==> config.mk <==
export PLATFORM = sky130hd
export DESIGN_NAME = tile_stats_accumulator
export DESIGN_NICKNAME = d
export VERILOG_FILES = /design/src/rtl/attn_pkg.sv /design/src/rtl/tile_stats_lane.sv /design/src/rtl/tile_stats_accumulator.sv
export SDC_FILE = /design/constraint.sdc
export NUM_CORES = 1
export LEC_CHECK = 0
export CAP_MARGIN = 15
export CORE_MARGIN = 5
export CORE_UTILIZATION = 54
export CTS_BUF_LIST = sky130_fd_sc_hd__clkbuf_4
export CTS_CLUSTER_DIAMETER = 40
export CTS_CLUSTER_SIZE = 28
export DETAILED_ROUTE_END_ITERATION = 10
export PLACE_DENSITY = 0.83
export RECOVER_POWER = 100
export SLEW_MARGIN = 10
export SYNTH_ARGS = -nofsm -noshare
export SYNTH_HDL_FRONTEND = slang
export SYNTH_SLANG_ARGS = --single-unit
export TNS_END_PERCENT = 5
==> constraint.sdc <==
create_clock -name clk -period 4.7 [get_ports clk]
set_input_delay 0.47 -clock clk [delete_from_list [all_inputs] [get_ports clk]]
set_output_delay 0.47 -clock clk [all_outputs]
set_load 0.02 [all_outputs]
==> src/rtl/attn_pkg.sv <==
// Shared attention-pipeline types: FSM state encoding for the tile statistics
// stage and the pruning-ratio codes consumed by the downstream threshold stage.
package attn_pkg;

  typedef enum logic [1:0] {
    IDLE  = 2'd0,
    ACCUM = 2'd1,
    DONE  = 2'd2
  } state_t;

  typedef enum logic [1:0] {
    PRUNE_NONE     = 2'd0,
    PRUNE_QUARTER  = 2'd1,
    PRUNE_HALF     = 2'd2,
    PRUNE_3QUARTER = 2'd3
  } prune_ratio_t;

  localparam int unsigned DEFAULT_WIDTH     = 8;
  localparam int unsigned DEFAULT_FRAC_BITS = 8;
  localparam int unsigned DEFAULT_MAX_TILES = 64;

endpackage

==> src/rtl/tile_stats_lane.sv <==
// One lane of running min/max/sum over accepted tile scores.
// With TILE_STATS_SAT_SUM_EN defined the sum saturates and flags each clipping add.
module tile_stats_lane #(
  parameter int unsigned W = 16
) (
  input  logic         clk,
  input  logic         rst,
  input  logic         clr,
  input  logic         acc,
  input  logic [W-1:0] score,
`ifdef TILE_STATS_SAT_SUM_EN
  output logic         sat_set_c,
`endif
  output logic [W-1:0] min_o,
  output logic [W-1:0] max_o,
  output logic [W-1:0] sum_o
);

  localparam logic [W-1:0] ALL_ONES = {W{1'b1}};

  logic [W-1:0] min_q, min_d;
  logic [W-1:0] max_q, max_d;
  logic [W-1:0] sum_q, sum_d;
  logic [W:0]   sum_ext;

  always_comb begin
    min_d   = min_q;
    max_d   = max_q;
    sum_d   = sum_q;
    sum_ext = {1'b0, sum_q} + {1'b0, score};
`ifdef TILE_STATS_SAT_SUM_EN
    sat_set_c = 1'b0;
`endif
    if (clr) begin
      min_d = ALL_ONES;
      max_d = '0;
      sum_d = '0;
    end else if (acc) begin
      min_d = (score < min_q) ? score : min_q;
      max_d = (score > max_q) ? score : max_q;
`ifdef TILE_STATS_SAT_SUM_EN
      // Carry out of the extended add means the true sum no longer fits.
      if (sum_ext[W]) begin
        sum_d     = ALL_ONES;
        sat_set_c = 1'b1;
      end else begin
        sum_d = sum_ext[W-1:0];
      end
`else
      sum_d = sum_ext[W-1:0];
`endif
    end
  end

  always_ff @(posedge clk or posedge rst) begin
    if (rst) begin
      min_q <= ALL_ONES;
      max_q <= '0;
      sum_q <= '0;
    end else begin
      min_q <= min_d;
      max_q <= max_d;
      sum_q <= sum_d;
    end
  end

  assign min_o = min_q;
  assign max_o = max_q;
  assign sum_o = sum_q;

endmodule

==> src/rtl/tile_stats_accumulator.sv <==
// Per-block tile statistics (min/max/sum per head, tile count) held for the threshold stage.
// Optional macro TILE_STATS_SAT_SUM_EN: saturating sums plus the sum_sat flag.
module tile_stats_accumulator
  import attn_pkg::*;
#(
  parameter int unsigned width           = DEFAULT_WIDTH,
  parameter int unsigned FRACTIONAL_BITS = DEFAULT_FRAC_BITS,
  parameter int unsigned MAX_TILES       = DEFAULT_MAX_TILES
) (
  input  logic                 clk,
  input  logic                 rst,
  input  logic                 start,
  input  logic                 tile_valid,
  output logic                 tile_ready,
  input  logic                 tile_last,
  input  logic [2*width-1:0]   score0,
  input  logic [2*width-1:0]   score1,
  output logic [2*width-1:0]   min0,
  output logic [2*width-1:0]   max0,
  output logic [2*width-1:0]   sum0,
  output logic [2*width-1:0]   min1,
  output logic [2*width-1:0]   max1,
  output logic [2*width-1:0]   sum1,
  output logic [2*width-1:0]   no_of_tiles,
  output logic                 stats_valid,
  input  logic                 stats_ack,
  output logic                 len_err,
`ifdef TILE_STATS_SAT_SUM_EN
  output logic                 sum_sat,
`endif
  output logic                 busy
);

  localparam int unsigned     BW       = 2 * width;
  localparam logic [BW-1:0]   CAP_LAST = BW'(MAX_TILES - 1);

  if (MAX_TILES < 1 || 64'(MAX_TILES) >= (64'(1) << BW)) begin : gen_bad_max_tiles
    $error("MAX_TILES out of range for the count width");
  end
  if (FRACTIONAL_BITS > BW) begin : gen_bad_frac_bits
    $error("FRACTIONAL_BITS exceeds the score width");
  end

  state_t        state_q, state_d;
  logic [BW-1:0] cnt_q, cnt_d;
  logic          len_err_q, len_err_d;
  logic          tile_ready_q, tile_ready_d;
  logic          stats_valid_q, stats_valid_d;
  logic          busy_q, busy_d;
  logic          clr, acc;

  // Next-state, count and strobes; status flops track the next state.
  always_comb begin
    state_d   = state_q;
    cnt_d     = cnt_q;
    len_err_d = len_err_q;
    clr       = 1'b0;
    acc       = 1'b0;
    unique case (state_q)
      IDLE: begin
        if (start) begin
          state_d   = ACCUM;
          cnt_d     = '0;
          len_err_d = 1'b0;
          clr       = 1'b1;
        end
      end
      ACCUM: begin
        if (tile_valid && tile_ready_q) begin
          acc   = 1'b1;
          cnt_d = cnt_q + BW'(1);
          if (tile_last) begin
            state_d = DONE;
          end else if (cnt_q == CAP_LAST) begin
            state_d   = DONE;
            len_err_d = 1'b1;
          end
        end
      end
      DONE: begin
        if (stats_ack) state_d = IDLE;
      end
      default: state_d = IDLE;
    endcase
    tile_ready_d  = (state_d == ACCUM);
    stats_valid_d = (state_d == DONE);
    busy_d        = (state_d != IDLE);
  end

  always_ff @(posedge clk or posedge rst) begin
    if (rst) begin
      state_q       <= IDLE;
      cnt_q         <= '0;
      len_err_q     <= 1'b0;
      tile_ready_q  <= 1'b0;
      stats_valid_q <= 1'b0;
      busy_q        <= 1'b0;
    end else begin
      state_q       <= state_d;
      cnt_q         <= cnt_d;
      len_err_q     <= len_err_d;
      tile_ready_q  <= tile_ready_d;
      stats_valid_q <= stats_valid_d;
      busy_q        <= busy_d;
    end
  end

`ifdef TILE_STATS_SAT_SUM_EN
  logic sat0_c, sat1_c;
  logic sum_sat_q, sum_sat_d;

  always_comb begin
    sum_sat_d = sum_sat_q;
    if (clr) sum_sat_d = 1'b0;
    else if (sat0_c || sat1_c) sum_sat_d = 1'b1;
  end

  always_ff @(posedge clk or posedge rst) begin
    if (rst) sum_sat_q <= 1'b0;
    else     sum_sat_q <= sum_sat_d;
  end

  assign sum_sat = sum_sat_q;
`endif

  tile_stats_lane #(.W(BW)) u_lane0 (
    .clk       (clk),
    .rst       (rst),
    .clr       (clr),
    .acc       (acc),
    .score     (score0),
`ifdef TILE_STATS_SAT_SUM_EN
    .sat_set_c (sat0_c),
`endif
    .min_o     (min0),
    .max_o     (max0),
    .sum_o     (sum0)
  );

  tile_stats_lane #(.W(BW)) u_lane1 (
    .clk       (clk),
    .rst       (rst),
    .clr       (clr),
    .acc       (acc),
    .score     (score1),
`ifdef TILE_STATS_SAT_SUM_EN
    .sat_set_c (sat1_c),
`endif
    .min_o     (min1),
    .max_o     (max1),
    .sum_o     (sum1)
  );

  assign tile_ready  = tile_ready_q;
  assign stats_valid = stats_valid_q;
  assign no_of_tiles = cnt_q;
  assign len_err     = len_err_q;
  assign busy        = busy_q;

endmodule

Word level (Yosys, flattened, before mapping)
Cells that the tools add are included.
Word-level totals
  bits in registers: 118
  output and inout bits: 116
Operators by class
  $add $sub $neg: 3
  order comparisons: 4
  equal/unequal tests: 9
  muxes and demuxes: 34
  reductions and logical operators: 15
Operators by type and width (count)
  $mux 16: 18
  $add 16x16->16: 2
  $gt 16x16->1: 2
  $lt 16x16->1: 2
  $pmux 16 s2: 1
  $add 16x1->16 const B: 1
  $eq 16x6->1 const B: 1
  $reduce_bool 2->1: 7
  $mux 2: 5
  $mux 1: 8
  $ne 2x2->1 const B: 4
  $reduce_and 2->1: 4
  $pmux 2 s3: 1
  $reduce_and 5->1: 1
  $eq 2x1->1 const B: 2
  $eq 2x2->1 const B: 2
  $reduce_and 3->1: 1
  $logic_not 2->1: 1
  $pmux 1 s2: 1
  $logic_and 1x1->1: 1

Logic depth before layout (Yosys ltp)
  depth after elaboration: 6
  mapped depth: 11
  depth with buffers taken out: 10

Modules after synthesis
Synthesis repeated with hierarchy kept, for this count alone.
Unflattened totals
  cells, all modules: 925
  area, all modules: 8491.9 um^2
By module, submodules not included
  tile_stats_lane: instances 2, cells an instance 407, area an instance 3687.3 um^2, seq. area each 1221.2 um^2
  tile_stats_accumulator: instances 1, cells an instance 111, area an instance 1117.3 um^2, seq. area each 550.5 um^2

Worst setup path before layout
Ideal clock, no wire load.
  path type: register to register
  start: register u_lane0.max_q[9], in the netlist u_lane0.max_o[9]
  end: register u_lane0.max_q[2], in the netlist u_lane0.max_o[2]
  setup time: 125 ps
  data arrival time: 2242 ps
  slack: 2333 ps
  cell stages (with the launch flop): 12
  path buffers: 2
  period minus slack after synthesis: 2367 ps
  cell sequence: dfrtp_1 > inv_1 > ha_1 > a21o_1 > a21o_1 > a21oi_1 > nor2_1 > a211oi_1 > a221o_1 > buf_6 > buf_6 > mux2_4
On the way
  word-level cells in the longest chain between the ends: 3
RTL lines
  start: declaration: line tile_stats_lane.sv:22  | logic [W-1:0] max_q, max_d;
  start signal: assignment: line tile_stats_lane.sv:62  | max_q <= max_d;
  $gt 16x16->1: line tile_stats_lane.sv:40  | max_d = (score > max_q) ? score : max_q;
  $reduce_bool 2->1 (no source line)
  $reduce_and 2->1 (no source line)
Every way passes these cells.
A chain may end at the register's enable or synchronous reset.

Worst setup path in the final report
  start: register u_lane1.min_q[1], in the netlist u_lane1.min_o[1]
  end: register u_lane1.min_q[11], in the netlist u_lane1.min_o[11]
On the way
  word-level cells in the longest chain between the ends: 3
RTL lines
  start: declaration: line tile_stats_lane.sv:21  | logic [W-1:0] min_q, min_d;
  start signal: assignment: line tile_stats_lane.sv:61  | min_q <= min_d;
  $lt 16x16->1: line tile_stats_lane.sv:39  | min_d = (score < min_q) ? score : min_q;
  $reduce_bool 2->1 (no source line)
  $reduce_and 2->1 (no source line)
Every way passes these cells.

==> run_results.csv <==
group,metric,value,unit
pwr,p_per_area,588,nW/um2
critical_path,critPathKind,"flop to flop",
detailed_routing,vias,6877,
outcome,status,"finished with violations",
timing,tightest_slew,3000,ps
hold_path,hold_depth,1,
synth,synth.avg_cell_area,9.30,um2
synth,seq_area_frac_synth,0.377,
clock_network,cts_tree,"done",
critical_path,cp_slowest_cell,"clkbuf_1",
detailed_routing,drc_errors,0,
placement,dp.cells,1169,
critical_path,path_delay_family,"compound AO/OA/AOI/OAI gates",
timing,setup_viol,0,
hold_path,whs_endpoint,"u_lane1.sum_o[15]$_DFFE_PP0P_",
critical_path,r2r_slack,1460,ps
critical_path,r2r_start,"u_lane1.min_o[1]$_DFFE_PP1P_",
critical_path,reg2reg_to,"u_lane1.min_o[11]$_DFFE_PP1P_",
die,dieHeight,131,um
clock_network,cts_max_level,4,
timing,fin_crit,3240,ps
grt,grt_max_degree,69,
critical_path,max_stage_delay,800,ps
timing,worst_slack,1460,ps
die,die-area,17200,um2
placement,post-dp-hpwl,15100,um
synth,syn_inst,853,
pwr,ir_drop,0.347,mV
timing,final.period_utilization,0.689,
clock_network,clkLatencyLatePin,520,ps
finish,nets,1137,
critical_path,start_kind,"flop",
grt,overflow,0,
critical_path,crit_required,5140,ps
timing,rsz0062_at_grt,"no",
critical_path,rr_worst_depth,9,
die,io_pins,154,
critical_path,worstSetupPathDepth,9,
critical_path,crit_path_end_kind,"flop",
grt,grt_usage,0.242,
synth,yosys.area.top_type,"dfrtp_1",
clock_network,cts_made_buffers,17,
clock_network,cts_root_buf,"clkbuf_4",
finish,fin_cells,1202,
critical_path,cp_cell_sequence,"inv_1, ha_1, a21o_1, a21oi_1, o211ai_1, a31oi_1, o211ai_1, clkbuf_1, mux2i_1",
synth,synth.most_common_cell,"ha_1",
die,initial_core_util,0.548,
detailed_routing,vias_per_cell,5.72,
detailed_routing,antenna_left,0,
critical_path,crit_top_cell,"o211ai_1",
detailed_routing,wire_per_inst,17.0,um
clock_network,cts_max_path_buffers,2,
synth,yosys_warnings,0,
grt,grt_first_pass_wirelength,34900,um
grt,grt_pass1_vias,6990,
placement,place_congestion,0.919,
synth,synthTopCellsByArea,"dfrtp_1, ha_1, dfstp_2, mux2i_1, inv_1",
timing,hold_ws,489,ps
synth,ys_seq_elements,118,
clock_network,cts_hold_buf,0,
timing,max_freq,309,MHz
synth,synth_top_area_frac,0.271,
placement,place_ws,1160,ps
detailed_routing,dr.pass1.iters,5,
timing,skew,19.7,ps
hold_path,hp-class,"flop to flop",
timing,setup_tns,0,ps
synth,yosysUniqueCellTypes,65,
clock_network,cts-resized-gates,0,
synth,synth_edf_count,0,
run,drv_cap,1,
timing,hold_viol,0,
finish,area_growth,23.7,%
critical_path,crit_path_max_fanout,12,
synth,synthFlopType,"dfrtp_1",
critical_path,path_buf_inv,2,
grt,antenna_found_initial,1,
critical_path,crit_arrival,3680,ps
clock_network,path_clk_slew,110,ps
clock_network,clock-sinks,118,
synth,yosys-top-cells-count,"ha_1, inv_1, dfrtp_1",
finish,drive_gt1_frac,0.0688,
detailed_routing,finalWirelength,20500,um
finish,utilization,0.678,
outcome,violations,"max-capacitance violations, max-slew violations",
synth,synth.net_count,986,
hold_path,hold_path.startpoint,"u_lane1.sum_o[15]$_DFFE_PP0P_",
die,rows,44,
finish,fillerInstances,1168,
placement,io_buffers,153,
detailed_routing,drtIter0Drc,309,
synth,async_reset_ff_frac,1.00,
synth,mappedNetlistArea,7930,um2
die,die_w,131,um
pwr,total_leakage_power,0.00497,uW
die,core,14500,um2
clock_network,cts_setup_buffers,0,
timing,drv_slew,69,
timing,slew-limit-headroom,-1.01,
## cells by family (layout without fill, tap and decap cells)
kind of cell | after synthesis | after routing | share of synthesized area
AND/OR/NAND/NOR | 258 | 258 | 0.158
AO/OA/AOI/OAI | 180 | 180 | 0.146
buffers and inverters | 120 | 284 | 0.0623
flip-flops | 118 | 118 | 0.377
adder cells (fa/ha/maj) | 95 | 95 | 0.152
multiplexers | 53 | 53 | 0.0723
XOR/XNOR | 29 | 29 | 0.0320
other | 0 | 1 | 0
## metrics by stage
stage | instance area, um2 | power (uW)
floorplan | 7930 | 4000
global placement | 9600 | 5140
detailed placement | 9600 | 5260
CTS | 9870 | 6000
global route | 9810 | 6250
finish | 9810 | 5760
## cell type report
type / instances / area, um2 / share of cell area
diodes: 1 / 2.50 / 0.000255
clock inverters: 8 / 85.1 / 0.00867
inverters: 91 / 343 / 0.0349
clock buffers: 24 / 180 / 0.0184
repair buffers: 161 / 1570 / 0.160
well taps: 184 / 230 / 0.0235
flip-flops and latches: 118 / 2990 / 0.305
multi-input cells: 615 / 4400 / 0.449
## worst register-to-register path, cell delays in order (launching register included)
cell	delay, ps
dfstp_1	560
inv_1	50
ha_1	260
a21o_1	100
a21oi_1	80
o211ai_1	260
a31oi_1	200
o211ai_1	550
clkbuf_1	800
mux2i_1	300
## where the power goes
group	total, uW	internal [uW]	switching [uW]
sequential	1790	1470	313
clock	724	349	375
combinational	3250	1390	1870
## worst max path at each step
| stage | startpoint | end |
|---|---|---|
| global placement | score0[1] | u_lane0.max_o[9]$_DFFE_PP0P_ |
| finish | u_lane1.min_o[1]$_DFFE_PP1P_ | u_lane1.min_o[11]$_DFFE_PP1P_ |
| detailed placement | score0[1] | u_lane0.max_o[9]$_DFFE_PP0P_ |
| floorplan | rst | busy$_DFF_PP0_ |
| global route | u_lane1.min_o[1]$_DFFE_PP1P_ | u_lane1.min_o[9]$_DFFE_PP1P_ |
| CTS | score0[1] | u_lane0.max_o[9]$_DFFE_PP0P_ |
## layout by cell type (no fill, tap or decap), types with 4 or more instances in the layout
cell type and n:
dfrtp_1 86, nand4_1 17, inv_1 90, dlygate4sd3_1 120
mux2_1 13, o21ai_1 12, nor2b_1 10, a21oi_1 38
nor3_1 12, nand2_1 48, mux2i_1 40, a21o_1 24
clkbuf_1 5, nor2_1 79, o211ai_1 8, clkinv_1 4
and3_1 6, dfstp_2 30, clkbuf_4 24, ha_1 93
o21a_1 6, nand3_1 57, xor2_1 13, a211oi_1 7
nand2b_1 7, o21ai_0 48, xnor2_1 16, or3_1 7
clkdlybuf4s50_1 33, a31oi_1 4
## layer usage
metal  wire [um]  share of wire  track usage
met4         460          0.022       0.0826
met5           0              0            0
met3        1100          0.054       0.0543
met2        9470           0.46        0.386
met1        9430           0.46        0.326
## sequential cells by signal (all words and copies together), names as in the netlist
| signal | cells |
|---|---|
| u_lane0.max_o | 16 |
| stats_valid | 1 |
| busy | 1 |
| tile_ready | 1 |
| u_lane1.sum_o | 16 |
| u_lane0.sum_o | 16 |
| u_lane0.min_o | 16 |
| u_lane1.min_o | 16 |
| no_of_tiles | 16 |
| state_q | 2 |
| u_lane1.max_o | 16 |
| len_err | 1 |
Note: power is estimated with default switching activity, not from simulation.
